[config.mk]
export PLATFORM = sky130hd
export DESIGN_NAME = seq_restoring_divider
export DESIGN_NICKNAME = d
export VERILOG_FILES = /design/src/rtl/seq_restoring_divider_pkg.sv /design/src/rtl/seq_restoring_divider_sub.sv /design/src/rtl/seq_restoring_divider.sv
export SDC_FILE = /design/constraint.sdc
export NUM_CORES = 1
export LEC_CHECK = 0
export CORE_ASPECT_RATIO = 1.4
export CORE_MARGIN = 3
export CORE_UTILIZATION = 54
export CTS_BUF_LIST = sky130_fd_sc_hd__clkbuf_4
export CTS_CLUSTER_DIAMETER = 50
export DETAILED_ROUTE_END_ITERATION = 8
export GPL_TIMING_DRIVEN = 0
export HOLD_SLACK_MARGIN = 0.05
export PLACE_DENSITY = 0.82
export SETUP_SLACK_MARGIN = 0.3
export SYNTH_ARGS = -nofsm -noshare
export SYNTH_HDL_FRONTEND = slang
export SYNTH_SLANG_ARGS = --single-unit
export TNS_END_PERCENT = 30
[constraint.sdc]
create_clock -name clk -period 3 [get_ports clk]
set_clock_uncertainty 0.15 [all_clocks]
set_input_delay 0.6 -clock clk [delete_from_list [all_inputs] [get_ports clk]]
set_output_delay 0.6 -clock clk [all_outputs]
set_load 0.01 [all_outputs]
[src/rtl/seq_restoring_divider_pkg.sv]
// -----------------------------------------------------------------------------
// div_pkg
// Shared types for the iterative restoring divider.
//   div_state_t : controller states (IDLE -> CALC -> DONE -> IDLE)
// -----------------------------------------------------------------------------
package div_pkg;

    typedef enum logic [1:0] {
        IDLE,
        CALC,
        DONE
    } div_state_t;

endpackage : div_pkg

[src/rtl/seq_restoring_divider_sub.sv]
// -----------------------------------------------------------------------------
// rca_subtractor
// N-bit ripple-borrow subtractor built from a chain of full-subtractor cells.
// Purely combinational: diff = a - b (mod 2^N), bout = 1 when a < b.
// Ports:
//   a    in  [N-1:0]  minuend
//   b    in  [N-1:0]  subtrahend
//   diff out [N-1:0]  difference
//   bout out          borrow out of the MSB cell
// -----------------------------------------------------------------------------
module rca_subtractor #(
    parameter int unsigned N = 5
) (
    input  logic [N-1:0] a,
    input  logic [N-1:0] b,
    output logic [N-1:0] diff,
    output logic         bout
);

    logic [N:0] w_borrow;

    assign w_borrow[0] = 1'b0;

    for (genvar i = 0; i < N; i++) begin : g_fs
        assign diff[i]       = a[i] ^ b[i] ^ w_borrow[i];
        assign w_borrow[i+1] = (~a[i] & b[i]) | (~(a[i] ^ b[i]) & w_borrow[i]);
    end

    assign bout = w_borrow[N];

endmodule : rca_subtractor

[src/rtl/seq_restoring_divider.sv]
// -----------------------------------------------------------------------------
// seq_restoring_divider
// Iterative unsigned restoring divider: one quotient bit per clock using a
// shift-and-trial-subtract step. A start pulse in IDLE captures the operands;
// results appear WIDTH clocks later with a one-cycle done pulse. A zero
// divisor bypasses the iteration and reports quotient=all-ones,
// remainder=dividend, div_by_zero=1.
// Ports:
//   clk         in              rising-edge clock
//   rst_n       in              asynchronous active-low reset
//   start       in              request, sampled only in IDLE
//   dividend    in  [WIDTH-1:0] numerator, captured on accepted start
//   divisor     in  [WIDTH-1:0] denominator, captured on accepted start
//   busy        out             high while iterating
//   done        out             one-cycle pulse, results valid
//   quotient    out [WIDTH-1:0] registered quotient
//   remainder   out [WIDTH-1:0] registered remainder
//   div_by_zero out             registered divide-by-zero flag
// -----------------------------------------------------------------------------
module seq_restoring_divider #(
    parameter int unsigned WIDTH = 4
) (
    input  logic             clk,
    input  logic             rst_n,
    input  logic             start,
    input  logic [WIDTH-1:0] dividend,
    input  logic [WIDTH-1:0] divisor,
    output logic             busy,
    output logic             done,
    output logic [WIDTH-1:0] quotient,
    output logic [WIDTH-1:0] remainder,
    output logic             div_by_zero
);

    import div_pkg::*;

    localparam int unsigned         CW       = (WIDTH > 1) ? $clog2(WIDTH) : 1;
    localparam logic [CW-1:0]       LAST_CNT = CW'(WIDTH - 1);

    div_state_t       r_state;
    div_state_t       w_state_next;

    logic [WIDTH-1:0] r_rem;
    logic [WIDTH-1:0] r_q;
    logic [WIDTH-1:0] r_dvs;
    logic [CW-1:0]    r_cnt;
    logic [WIDTH-1:0] r_quotient;
    logic [WIDTH-1:0] r_remainder;
    logic             r_dbz;

    logic [WIDTH:0]   w_shifted;
    logic [WIDTH:0]   w_trial;
    logic             w_borrow;
    logic [WIDTH-1:0] w_rem_next;
    logic [WIDTH-1:0] w_q_next;
    logic             w_last;
    logic             w_unused_trial_msb;

    // One iteration: shift the next dividend bit into the partial remainder
    // and try to subtract the divisor.
    assign w_shifted = {r_rem, r_q[WIDTH-1]};

    rca_subtractor #(
        .N (WIDTH + 1)
    ) u_sub (
        .a    (w_shifted),
        .b    ({1'b0, r_dvs}),
        .diff (w_trial),
        .bout (w_borrow)
    );

    // Partial remainder stays below the divisor, so a successful trial always
    // fits in WIDTH bits; its MSB is known zero and is not needed.
    assign w_unused_trial_msb = w_trial[WIDTH];

    assign w_rem_next = w_borrow ? w_shifted[WIDTH-1:0] : w_trial[WIDTH-1:0];
    assign w_q_next   = {r_q[WIDTH-2:0], ~w_borrow};
    assign w_last     = (r_cnt == LAST_CNT);

    always_ff @(posedge clk or negedge rst_n) begin
        if (!rst_n) begin
            r_state <= IDLE;
        end else begin
            r_state <= w_state_next;
        end
    end

    always_comb begin
        w_state_next = r_state;
        busy         = 1'b0;
        done         = 1'b0;
        case (r_state)
            IDLE: begin
                if (start) begin
                    w_state_next = (divisor == '0) ? DONE : CALC;
                end
            end
            CALC: begin
                busy = 1'b1;
                if (w_last) begin
                    w_state_next = DONE;
                end
            end
            DONE: begin
                done         = 1'b1;
                w_state_next = IDLE;
            end
            default: begin
                w_state_next = IDLE;
            end
        endcase
    end

    always_ff @(posedge clk or negedge rst_n) begin
        if (!rst_n) begin
            r_rem       <= '0;
            r_q         <= '0;
            r_dvs       <= '0;
            r_cnt       <= '0;
            r_quotient  <= '0;
            r_remainder <= '0;
            r_dbz       <= 1'b0;
        end else begin
            case (r_state)
                IDLE: begin
                    if (start) begin
                        if (divisor != '0) begin
                            r_rem <= '0;
                            r_q   <= dividend;
                            r_dvs <= divisor;
                            r_cnt <= '0;
                        end else begin
                            r_quotient  <= '1;
                            r_remainder <= dividend;
                            r_dbz       <= 1'b1;
                        end
                    end
                end
                CALC: begin
                    r_rem <= w_rem_next;
                    r_q   <= w_q_next;
                    r_cnt <= r_cnt + 1'b1;
                    if (w_last) begin
                        r_quotient  <= w_q_next;
                        r_remainder <= w_rem_next;
                        r_dbz       <= 1'b0;
                    end
                end
                default: begin
                end
            endcase
        end
    end

    assign quotient    = r_quotient;
    assign remainder   = r_remainder;
    assign div_by_zero = r_dbz;

endmodule : seq_restoring_divider

Yosys cells after proc, flatten, opt, wreduce, memory -nomap -nowiden --
Cells that the tools add are included.
Operators by class: reduce and logical (&&, ||, !) cells 8, add/subtract/negate cells 1, bitwise gates (word level) 27, multiplexer cells 28, equality and inequality tests 7
Operator list (number):
- $mux W4 | 11
- $pmux W4 S2 | 4
- $mux W2 | 5
- $not A1 Y1 | 9
- $and A1 B1 Y1 | 8
- $ne A2 B2 Y1 const B | 4
- $pmux W2 S2 | 2
- $xor A1 B1 Y1 | 7
- $reduce_and A3 Y1 | 2
- $mux W1 | 5
- $eq A2 B2 Y1 const B | 2
- $logic_not A4 Y1 | 1
- $reduce_and A4 Y1 | 1
- $reduce_bool A4 Y1 | 1
- $or A1 B1 Y1 | 3
- $add A2 B1 Y2 const B | 1
- $eq A2 B1 Y1 const B | 1
- $logic_not A2 Y1 | 1
- $pmux W1 S2 | 1
- $reduce_and A2 Y1 | 1
- $reduce_bool A2 Y1 | 1
Word-level totals: bits of input ports 11, logic and storage cells 79, flip-flop bits (word level) 25

Depth between registers and ports, before layout --
Gate-level depths: netlist of run 1.
word-level depth 12, gate-level depth with buffers 8

Modules after synthesis --
A second synthesis of run 1 with hierarchy kept.
Unflattened totals: cell total of the unflattened synthesis 122, area, all modules 1318.8 um^2
By module, submodules not included:
- seq_restoring_divider | instances 1, area each 1181.1 um^2, cells an instance 105, sequential area each 625.6 um^2
- rca_subtractor | instances 1, area each 137.6 um^2, cells an instance 17, sequential area each 0.0 um^2

Worst setup path after synthesis of run 1 --
OpenSTA, ideal clock, no wires.
path kind flip-flop to flip-flop, from register r_q[3], to register r_remainder[0], in the netlist remainder[0], slack 499 ps, arrival time 2272 ps, buffers on the path 0, cell stages (with the launch flop) 9, path through dfrtp_1 -> inv_1 -> ha_1 -> fa_1 -> fa_1 -> fa_1 -> nor3b_1 -> a211o_1 -> a2bb2oi_1
On the way: word-level cells in the longest chain between the ends 12, elaborated cells on any way between the ends 13
RTL lines:
- start: declaration | RTL line seq_restoring_divider.sv:44 | logic [WIDTH-1:0] r_q;
- start signal: assignment | RTL line seq_restoring_divider.sv:129 | r_q <= dividend;
- start signal: assignment | RTL line seq_restoring_divider.sv:141 | r_q <= w_q_next;
- $not A1 Y1 | RTL line seq_restoring_divider_sub.sv:26 | assign w_borrow[i+1] = (~a[i] & b[i]) | (~(a[i] ^ b[i]) & w_borrow[i]);
- $and A1 B1 Y1 (2 in series) | RTL line seq_restoring_divider_sub.sv:26
- $or A1 B1 Y1 | RTL line seq_restoring_divider_sub.sv:26
- $and A1 B1 Y1 | RTL line seq_restoring_divider_sub.sv:26
- $or A1 B1 Y1 | RTL line seq_restoring_divider_sub.sv:26
- $and A1 B1 Y1 | RTL line seq_restoring_divider_sub.sv:26
- $or A1 B1 Y1 | RTL line seq_restoring_divider_sub.sv:26
- $and A1 B1 Y1 | RTL line seq_restoring_divider_sub.sv:26
- $mux W4 * | RTL line seq_restoring_divider.sv:76 | assign w_rem_next = w_borrow ? w_shifted[WIDTH-1:0] : w_trial[WIDTH-1:0];
- $mux W4 * | RTL line seq_restoring_divider.sv:143 | if (w_last) begin
- $pmux W4 S2 * | RTL line seq_restoring_divider.sv:124 | case (r_state)
- end signal: assignment | RTL line seq_restoring_divider.sv:134 | r_remainder <= dividend;
- end signal: assignment | RTL line seq_restoring_divider.sv:145 | r_remainder <= w_rem_next;
- end: declaration | RTL line seq_restoring_divider.sv:48 | logic [WIDTH-1:0] r_remainder;
Mark *: on every way between the ends. The rest lies on a longest branch, timed or not. The select of a mux whose other input is x is not followed. A chain may end at the register's enable or synchronous reset.

Worst setup path after layout of run 1 --
from register r_state[1], to output port busy
On the way: word-level cells in the longest chain between the ends 2
RTL lines:
- start: declaration | RTL line seq_restoring_divider.sv:40 | div_state_t r_state;
- start signal: assignment | RTL line seq_restoring_divider.sv:84 | r_state <= w_state_next;
- $eq A2 B1 Y1 | RTL line seq_restoring_divider.sv:92 | case (r_state)
- $mux W1 | RTL line seq_restoring_divider.sv:92
- end: declaration | RTL line seq_restoring_divider.sv:28 | output logic busy,
Every way passes these cells.

==> results.rst, run 1 <==
.. list-table::
   :header-rows: 1

   * - Metric
     - Value
   * - Number of detailed-route iterations in the first pass
     - 4
   * - Actual transition at the worst max-transition pin
     - between 1 and 1.5 ns
   * - Critical path peak fanout
     - 10
   * - Timing-limited maximum frequency
     - approximately 380 MHz
   * - DIE HEIGHT
     - about 63 µm
   * - Maximum number of pins on one net before global-route repair
     - 26
   * - 1st-iter DRT viols
     - 28
   * - Final-layout setup total negative slack
     - 0 ns
   * - GRT Overall Usage
     - a little over a fifth
   * - Library cell contributing the largest single delay on the critical path
     - sky130_fd_sc_hd__clkdlybuf4s50_1
   * - Number of buffers and inverters on the critical path
     - 3
   * - Vias in the first global route
     - 990
   * - Sequential share of the synthesized area
     - about half
   * - Levels on crit path
     - 4
   * - Initial antenna violation count
     - 0
   * - Largest incremental delay on the critical path
     - between 0.5 and 0.6 ns
   * - Share of post-route cells with drive strength above 1
     - between 10 and 15%
   * - WP data required
     - 2.25 ns
   * - Most common cell in the synthesized netlist
     - sky130_fd_sc_hd__dfrtp_1
   * - Synthesized instance count
     - around 110
   * - Worst slack, placed
     - roughly 0.30 ns
   * - Setup crit start kind
     - flop
   * - Cts-stage hold buffer count
     - 0
   * - DRC violations left
     - 0
   * - Number of flops mapped to enable cells by yosys
     - 0
   * - # setup viols final
     - 0
   * - Count of standard-cell rows
     - 19
   * - DIE WIDTH
     - between 40 and 50 µm
   * - Global route total overflow
     - 0
   * - Remaining antenna violation count
     - 0
   * - Max IR drop VDD
     - 0.683 mV
   * - Synthesis-to-layout area growth
     - 22.3%
   * - Outcome
     - completed
   * - Final-stage net count
     - 151
   * - Total number of vias
     - 953
   * - DP Wirelength
     - between 2000 and 2500 µm
   * - Routed wire per std cell
     - 17.1 µm
   * - Number of buffers created by CTS
     - 3
   * - Sequential group share of total power
     - between 30% and 40%
   * - Post-route core utilization
     - between 70% and 80%
   * - Mean cell area of the mapped netlist
     - around 11 µm²
   * - Number of buffers on the longest clock path
     - 2
   * - Share of the synthesized area in the top cell type
     - slightly above 50%
   * - Post-DP Area
     - 0.00148 mm²
   * - Power density over the cells
     - about 1100 mW/mm²
   * - Starting density of the core
     - between 60% and 70%
   * - Kind of critical path
     - reg -> out
   * - Library cell occupying the most area in the post-synthesis netlist
     - sky130_fd_sc_hd__dfrtp_1
   * - Worst setup margin
     - ~0.4 ns
   * - Total of flip-flops plus latches after synthesis
     - 25
   * - Number of distinct library cell variants in the gate-level netlist after synthesis
     - 27
   * - CP Cell Sequence
     - clkbuf_2 > nand2b_1 > clkinv_1 > clkdlybuf4s50_1
   * - Port-buffer cells
     - 21
   * - Kind of end point of the critical path
     - output port
   * - Combinational power share
     - roughly 55%
   * - Crit path DAT
     - about 1.9 ns
   * - Final hold violations
     - 0
   * - Number of violations of the max-capacitance limit
     - 0
   * - Switching part of the total power
     - about two fifths
   * - Setup repair after global routing missed its margin
     - yes
   * - Worst hold path type
     - reg -> reg
   * - Clock period minus worst slack
     - roughly 2.6 ns
   * - Clock Sinks
     - 25
   * - Diode insertion count for antenna repair
     - 0
   * - Cell internal power dissipation
     - around 1.0 mW
   * - Core outline area
     - around 0.0021 mm²
   * - Commonest cells post-synth
     - 25 x sky130_fd_sc_hd__dfrtp_1, 12 x sky130_fd_sc_hd__o21ai_0, 7 x sky130_fd_sc_hd__inv_1
   * - First-pass GRT wire length
     - between 4000 and 5000 µm
   * - Clock Pin Slew Worst Setup and Hold Paths
     - 0.13 ns
   * - Final worst-path cycle share
     - a little under 90%
   * - I/O pins
     - 22
   * - Number of warnings printed during yosys synthesis
     - 0
   * - Hold Path Cell Cnt
     - 1
   * - CTS tree
     - built
   * - Mapped Nets
     - 125
   * - Proportion of power drawn by the clock network
     - approximately a tenth
   * - Routed Wire Length
     - approximately 2700 µm
   * - Clock tree root buffer cell
     - sky130_fd_sc_hd__clkbuf_4
   * - Register-to-Register Path Depth
     - 8
   * - Final standard cell area without fillers
     - about 0.0015 mm²
   * - Clock Latency Late Sink
     - around 0.33 ns
   * - Routability congestion estimate
     - 0.871
   * - Count of H-tree levels built during CTS
     - 1
   * - Crit path max-delay family
     - buffers and inverters
   * - Area contributors post-synth
     - sky130_fd_sc_hd__dfrtp_1 50%, sky130_fd_sc_hd__fa_1 4.8%, sky130_fd_sc_hd__o21ai_0 4.8%, sky130_fd_sc_hd__mux2_2 3.6%, sky130_fd_sc_hd__nor2b_1 3.0%
   * - Cell Area, Synth
     - ~0.0012 mm²
   * - Most used flip-flop cell after synthesis
     - sky130_fd_sc_hd__dfrtp_1
   * - Proportion of register bits with asynchronous set or reset after synthesis
     - 100%
   * - DR vias/cell
     - 6.15
   * - Max Slew Vio Count
     - 0
   * - Total Die Area
     - ~0.003 mm²
   * - Static power due to leakage
     - 0.621 nW
   * - Normalized max-slew margin
     - around 28%
   * - Switching power summed over all nets
     - around 0.67 mW
==> through the flow <==
| stage | instances | total power, mW | hold slack [ns] |
|---|---|---|---|
| 6_report | 155 | 1.67 | 0.354 |
| 5_1_grt | 155 | 1.81 | 0.377 |
| 4_1_cts | 155 | 1.67 | 0.360 |
| 3_5_place_dp | 151 | 1.50 | 0.330 |
| 3_3_place_gp | 151 | 1.46 | 0.320 |
| 2_1_floorplan | 109 | 1.18 | 0.154 |
==> timing repair <==
item,4_1_cts,5_1_grt
pin swaps,0,1
setup endpoints to repair,5,9
gates resized for setup,1,5
setup buffers,0,0
==> worst paths after layout <==
kind	startpoint	end	slack, ns
worst max-delay path	r_state[1]	busy	0.40
worst min-delay path	div_by_zero	div_by_zero	0.35
worst max register to register	r_q[3]	remainder[0]	0.40
worst min register to register	div_by_zero	div_by_zero	0.35
max in group asynchronous	rst_n	r_state[1]	1.37
min in group asynchronous	rst_n	r_rem[1]	0.69
==> per-layer routing <==
| metal | vias up | GRT usage [%] | routed length (µm) |
|---|---|---|---|
| met5 | - | 0 | 0 |
| met4 | 0 | 12.5 | 85 |
| met3 | 7 | 3.17 | 95 |
| met2 | 27 | 33.1 | 1430 |
| met1 | 469 | 26.5 | 1040 |
| li1 | 450 | - | - |
==> registers in the layout (all words and copies together) (netlist names) <==
register,cells
r_cnt,2
quotient,4
div_by_zero,1
r_q,4
r_dvs,4
remainder,4
r_state,2
r_rem,4
==> power by group through the flow <==
stage / clock, mW / sequential, mW / combinational, mW
2_1_floorplan: 0 / 0.606 / 0.577
3_3_place_gp: 0 / 0.601 / 0.858
3_5_place_dp: 0 / 0.606 / 0.899
4_1_cts: 0.165 / 0.597 / 0.904
5_1_grt: 0.180 / 0.619 / 1.01
6_report: 0.162 / 0.599 / 0.912
==> placed cells by master (no fill, tap or decap), drive strengths merged, types with 4 or more instances in the layout <==
cell type	count
a31oi	4
nor3b	4
nor2b	6
clkdlybuf4s50	21
a2111oi	4
a2bb2oi	4
a211o	4
dfrtp	25
mux2	4
o21ai	12
inv	7
a21oi	4
nor2	5
clkbuf	6
==> final cells by class <==
type	instances	area, µm²
multi-input cells	72	571
plain buffers	4	26.3
fillers	149	549
well taps	21	26.3
repair buffers	21	210
flip-flops and latches	25	626
inverters	8	30.0
clock buffers	4	30.0
==> cell families (layout without fill, tap and decap cells) <==
| logic type | count (synthesis) | after routing | synth area share, % |
|---|---|---|---|
| and+or+nand+nor | 23 | 23 | 10.9 |
| AOI/OAI and AO/OA | 37 | 37 | 21.6 |
| adders and majority gates | 5 | 5 | 6.85 |
| DFF | 25 | 25 | 50.4 |
| buffers and inverters | 12 | 37 | 4.33 |
| muxes | 7 | 7 | 6.04 |
Note: power is estimated with default switching activity, not from simulation.
==> inputs of run 2 (changes only) <==
--- a/config.mk
+++ b/config.mk
@@ -6,7 +6,7 @@
 export NUM_CORES = 1
 export LEC_CHECK = 0
 export CORE_ASPECT_RATIO = 1.4
-export CORE_MARGIN = 3
+export CORE_MARGIN = 5
 export CORE_UTILIZATION = 54
 export CTS_BUF_LIST = sky130_fd_sc_hd__clkbuf_4
 export CTS_CLUSTER_DIAMETER = 50
==> run 2 against run 1 <==
Utilization down 4.0 points. Cell count up 0.65%. Die area up 16%. Sequential share of layout area down 0.30 points. Global-route usage down 3.6 points. Cell area up 0.74%. Wire length up 1.1%. Combinational power up 2%. Clock-buffer cell count unchanged. Critical path depth up 4. Via count up 2.4%. Fmax about the same. Critical path type is now reg -> reg. Largest cell class unchanged. Highest routed layer unchanged.
==> results.rst, run 2 (same netlist as run 1, synthesis figures left out) <==
.. list-table::
   :header-rows: 1

   * - Metric
     - Value
   * - Share of post-route cells with drive strength above 1
     - 15.7% (was 14.9%)
   * - Final hold violations
     - 0 (unchanged)
   * - Sequential group share of total power
     - 35.6% (was 35.8%)
   * - Max IR drop VDD
     - 0.630 mV (was 0.683 mV)
   * - Crit path DAT
     - 2.72 ns (was 1.85 ns)
   * - Cts repair resizes
     - 1 (unchanged)
   * - Clock tree root buffer cell
     - sky130_fd_sc_hd__clkbuf_4 (unchanged)
   * - Setup repair after global routing missed its margin
     - yes (unchanged)
   * - Reg-to-reg endpoint
     - remainder[3] (was remainder[0])
   * - Cell repeated most along the worst path
     - sky130_fd_sc_hd__fa_2
   * - DIE HEIGHT
     - 66.8 µm (was 62.8 µm)
   * - Number of buffers created by CTS
     - 3 (unchanged)
   * - Levels on crit path
     - 8 (was 4)
   * - Power density over the cells
     - 1110 mW/mm² (was 1100 mW/mm²)
   * - GRT Overall Usage
     - 17.7% (was 21.2%)
   * - Switching part of the total power
     - 40.1% (was 39.8%)
   * - Timing-limited maximum frequency
     - 384 MHz (about the same)
   * - 1st-iter DRT viols
     - 31 (was 28)
   * - Final standard cell area without fillers
     - 0.00153 mm² (was 0.00152 mm²)
   * - Routability congestion estimate
     - 0.824 (was 0.871)
   * - Switching power summed over all nets
     - 0.680 mW (was 0.665 mW)
   * - R2R Setup Slk
     - 0.40 ns (about the same)
   * - Worst hold path type
     - reg -> reg (unchanged)
   * - Kind of end point of the critical path
     - flop (was output port)
   * - Post-DP Area
     - 0.00148 mm² (about the same)
   * - Vias in the first global route
     - 959 (was 990)
   * - Clock Latency Late Sink
     - 0.33 ns (about the same)
   * - Max Slew Vio Count
     - 0 (unchanged)
   * - Area of the multi-input gates
     - 581 µm² (was 571 µm²)
   * - Leading cell type in the layout, fill and taps excluded
     - sky130_fd_sc_hd__dfrtp_1 (unchanged)
   * - Fin Hold WS
     - 0.358 ns (was 0.354 ns)
   * - Clock Pin Slew Worst Setup and Hold Paths
     - 0.14 ns (was 0.13 ns)
   * - Final worst-path cycle share
     - 86.7% (about the same)
   * - Kind of critical path
     - reg -> reg (was reg -> out)
   * - Crit path max-delay family
     - adder cells (was buffers and inverters)
   * - Combined flip-flop and latch cell area
     - 626 µm² (unchanged)
   * - Library cell contributing the largest single delay on the critical path
     - sky130_fd_sc_hd__dfrtp_1 (was sky130_fd_sc_hd__clkdlybuf4s50_1)
   * - Worst slack, placed
     - 0.212 ns (was 0.297 ns)
   * - DRC violations left
     - 0 (unchanged)
   * - End point of the critical path
     - remainder[3] (was busy)
   * - WP data required
     - 3.12 ns (was 2.25 ns)
   * - Count of standard-cell rows
     - 20 (was 19)
   * - Number of violations of the max-capacitance limit
     - 0 (unchanged)
   * - Buffer count from post-CTS setup fixing
     - 0 (unchanged)
   * - Total Die Area
     - 0.00337 mm² (was 0.00292 mm²)
   * - DR vias/cell
     - 6.26 (was 6.15)
   * - Hold Path Cell Cnt
     - 1 (unchanged)
   * - Worst flop-to-flop path startpoint
     - r_q[3] (unchanged)
   * - Cell internal power dissipation
     - 1.02 mW (was 1.01 mW)
   * - Proportion of power drawn by the clock network
     - 9.8% (was 9.7%)
   * - Port-buffer cells
     - 21 (unchanged)
   * - Critical path peak fanout
     - 5 (was 10)
   * - Worst setup margin
     - 0.399 ns (was 0.398 ns)
   * - Routed Wire Length
     - 2680 µm (was 2650 µm)
   * - CP Cell Sequence
     - inv_1 > ha_1 > fa_1 > fa_2 > fa_2 > nor3b_1 > a211o_1 > a2bb2oi_1 (was clkbuf_2 > nand2b_1 > clkinv_1 > clkdlybuf4s50_1)
   * - Combinational power share
     - 54.6% (was 54.5%)
   * - Count of H-tree levels built during CTS
     - 1 (unchanged)
   * - Initial antenna violation count
     - 0 (unchanged)
   * - Normalized max-slew margin
     - 28.4% (was 27.9%)
   * - Synthesis-to-layout area growth
     - 23.2% (was 22.3%)
   * - Diode insertion count for antenna repair
     - 0 (unchanged)
   * - Post-route core utilization
     - 69.5% (was 73.4%)
   * - Clock period minus worst slack
     - 2.60 ns (about the same)
   * - Core outline area
     - 0.00220 mm² (was 0.00207 mm²)
   * - # setup viols final
     - 0 (unchanged)
   * - Actual transition at the worst max-transition pin
     - 1.07 ns (was 1.08 ns)
   * - Largest incremental delay on the critical path
     - 0.40 ns (was 0.54 ns)
   * - DP Wirelength
     - 1940 µm (was 2040 µm)
   * - Final-stage net count
     - 151 (unchanged)
   * - First-pass GRT wire length
     - 4520 µm (was 4510 µm)
   * - Register-to-Register Path Depth
     - 8 (unchanged)
   * - Outcome
     - completed (unchanged)
   * - Number of detailed-route iterations in the first pass
     - 4 (unchanged)
   * - Total number of vias
     - 976 (was 953)
   * - Maximum number of pins on one net before global-route repair
     - 26 (unchanged)
   * - I/O pins
     - 22 (unchanged)
   * - Global route total overflow
     - 0 (unchanged)
   * - FILL cells
     - 173 (was 149)
   * - Clock Sinks
     - 25 (unchanged)
   * - Launching instance or port of the critical path
     - r_q[3] (was r_state[1])
   * - Routed wire per std cell
     - 17.2 µm (was 17.1 µm)
   * - DIE WIDTH
     - 50.5 µm (was 46.5 µm)
   * - Setup crit start kind
     - flop (unchanged)
   * - Cts-stage hold buffer count
     - 0 (unchanged)
   * - Number of buffers on the longest clock path
     - 2 (unchanged)
   * - Commonest non-fill, non-tap cells in the layout
     - 25 x sky130_fd_sc_hd__dfrtp_1, 21 x sky130_fd_sc_hd__clkdlybuf4s50_1, 12 x sky130_fd_sc_hd__o21ai_0 (unchanged)
   * - Final-layout setup total negative slack
     - 0 ns (unchanged)
   * - Number of buffers and inverters on the critical path
     - 1 (was 3)
   * - CTS tree
     - built (unchanged)
   * - Static power due to leakage
     - 0.625 nW (was 0.621 nW)
   * - Starting density of the core
     - 56.4% (was 60.1%)
   * - Remaining antenna violation count
     - 0 (unchanged)
==> run 2: cell count changes in the layout (fill, tap and decap cells not counted) <==
| cell | change |
|---|---|
| sky130_fd_sc_hd__fa_1 | +1 |
| sky130_fd_sc_hd__fa_2 | -1 |
| sky130_fd_sc_hd__a2bb2oi_2 | +2 |
| sky130_fd_sc_hd__a2bb2oi_1 | -2 |
==> run 2: layout make-up <==
type                    instances  area share, %
flip-flops and latches         25           40.9
clock buffers                   4           1.96
multi-input cells              72           37.9
inverters                       8           1.96
plain buffers                   4           1.72
repair buffers                 21           13.7
well taps                      22           1.80
==> run 2: how the worst min path moves through the flow <==
stage	endpoint	slack, ns	from
floorplan	div_by_zero	0.15	rst_n
global placement	div_by_zero	0.33	div_by_zero
detailed placement	div_by_zero	0.33	div_by_zero
CTS	div_by_zero	0.36	div_by_zero
global route	r_cnt[0]	0.37	r_cnt[0]
finish	r_cnt[0]	0.36	r_cnt[0]
==> run 2: per-stage QoR <==
stage | power, mW | cells
final | 1.70 | 156
after global routing | 1.86 | 156
after CTS | 1.65 | 156
after detailed placement | 1.48 | 152
after global placement | 1.45 | 152
after floorplan | 1.18 | 109
==> run 2: power groups by stage <==
| stage | logic, mW | clock network [mW] | registers, mW |
|---|---|---|---|
| floorplan | 0.577 | 0 | 0.606 |
| global placement | 0.855 | 0 | 0.598 |
| detailed placement | 0.877 | 0 | 0.606 |
| CTS | 0.891 | 0.164 | 0.599 |
| global route | 1.05 | 0.185 | 0.625 |
| finish | 0.926 | 0.165 | 0.605 |
==> run 2: per-layer routing <==
layer	part of all wire, %	wire length (µm)	vias to the layer above	global-route usage, %
met5	0	0	-	0
met4	2.3	62	0	7.67
met3	4.9	132	5	2.91
met2	50	1350	36	29.5
met1	42	1130	488	22.1
li1	-	-	447	-
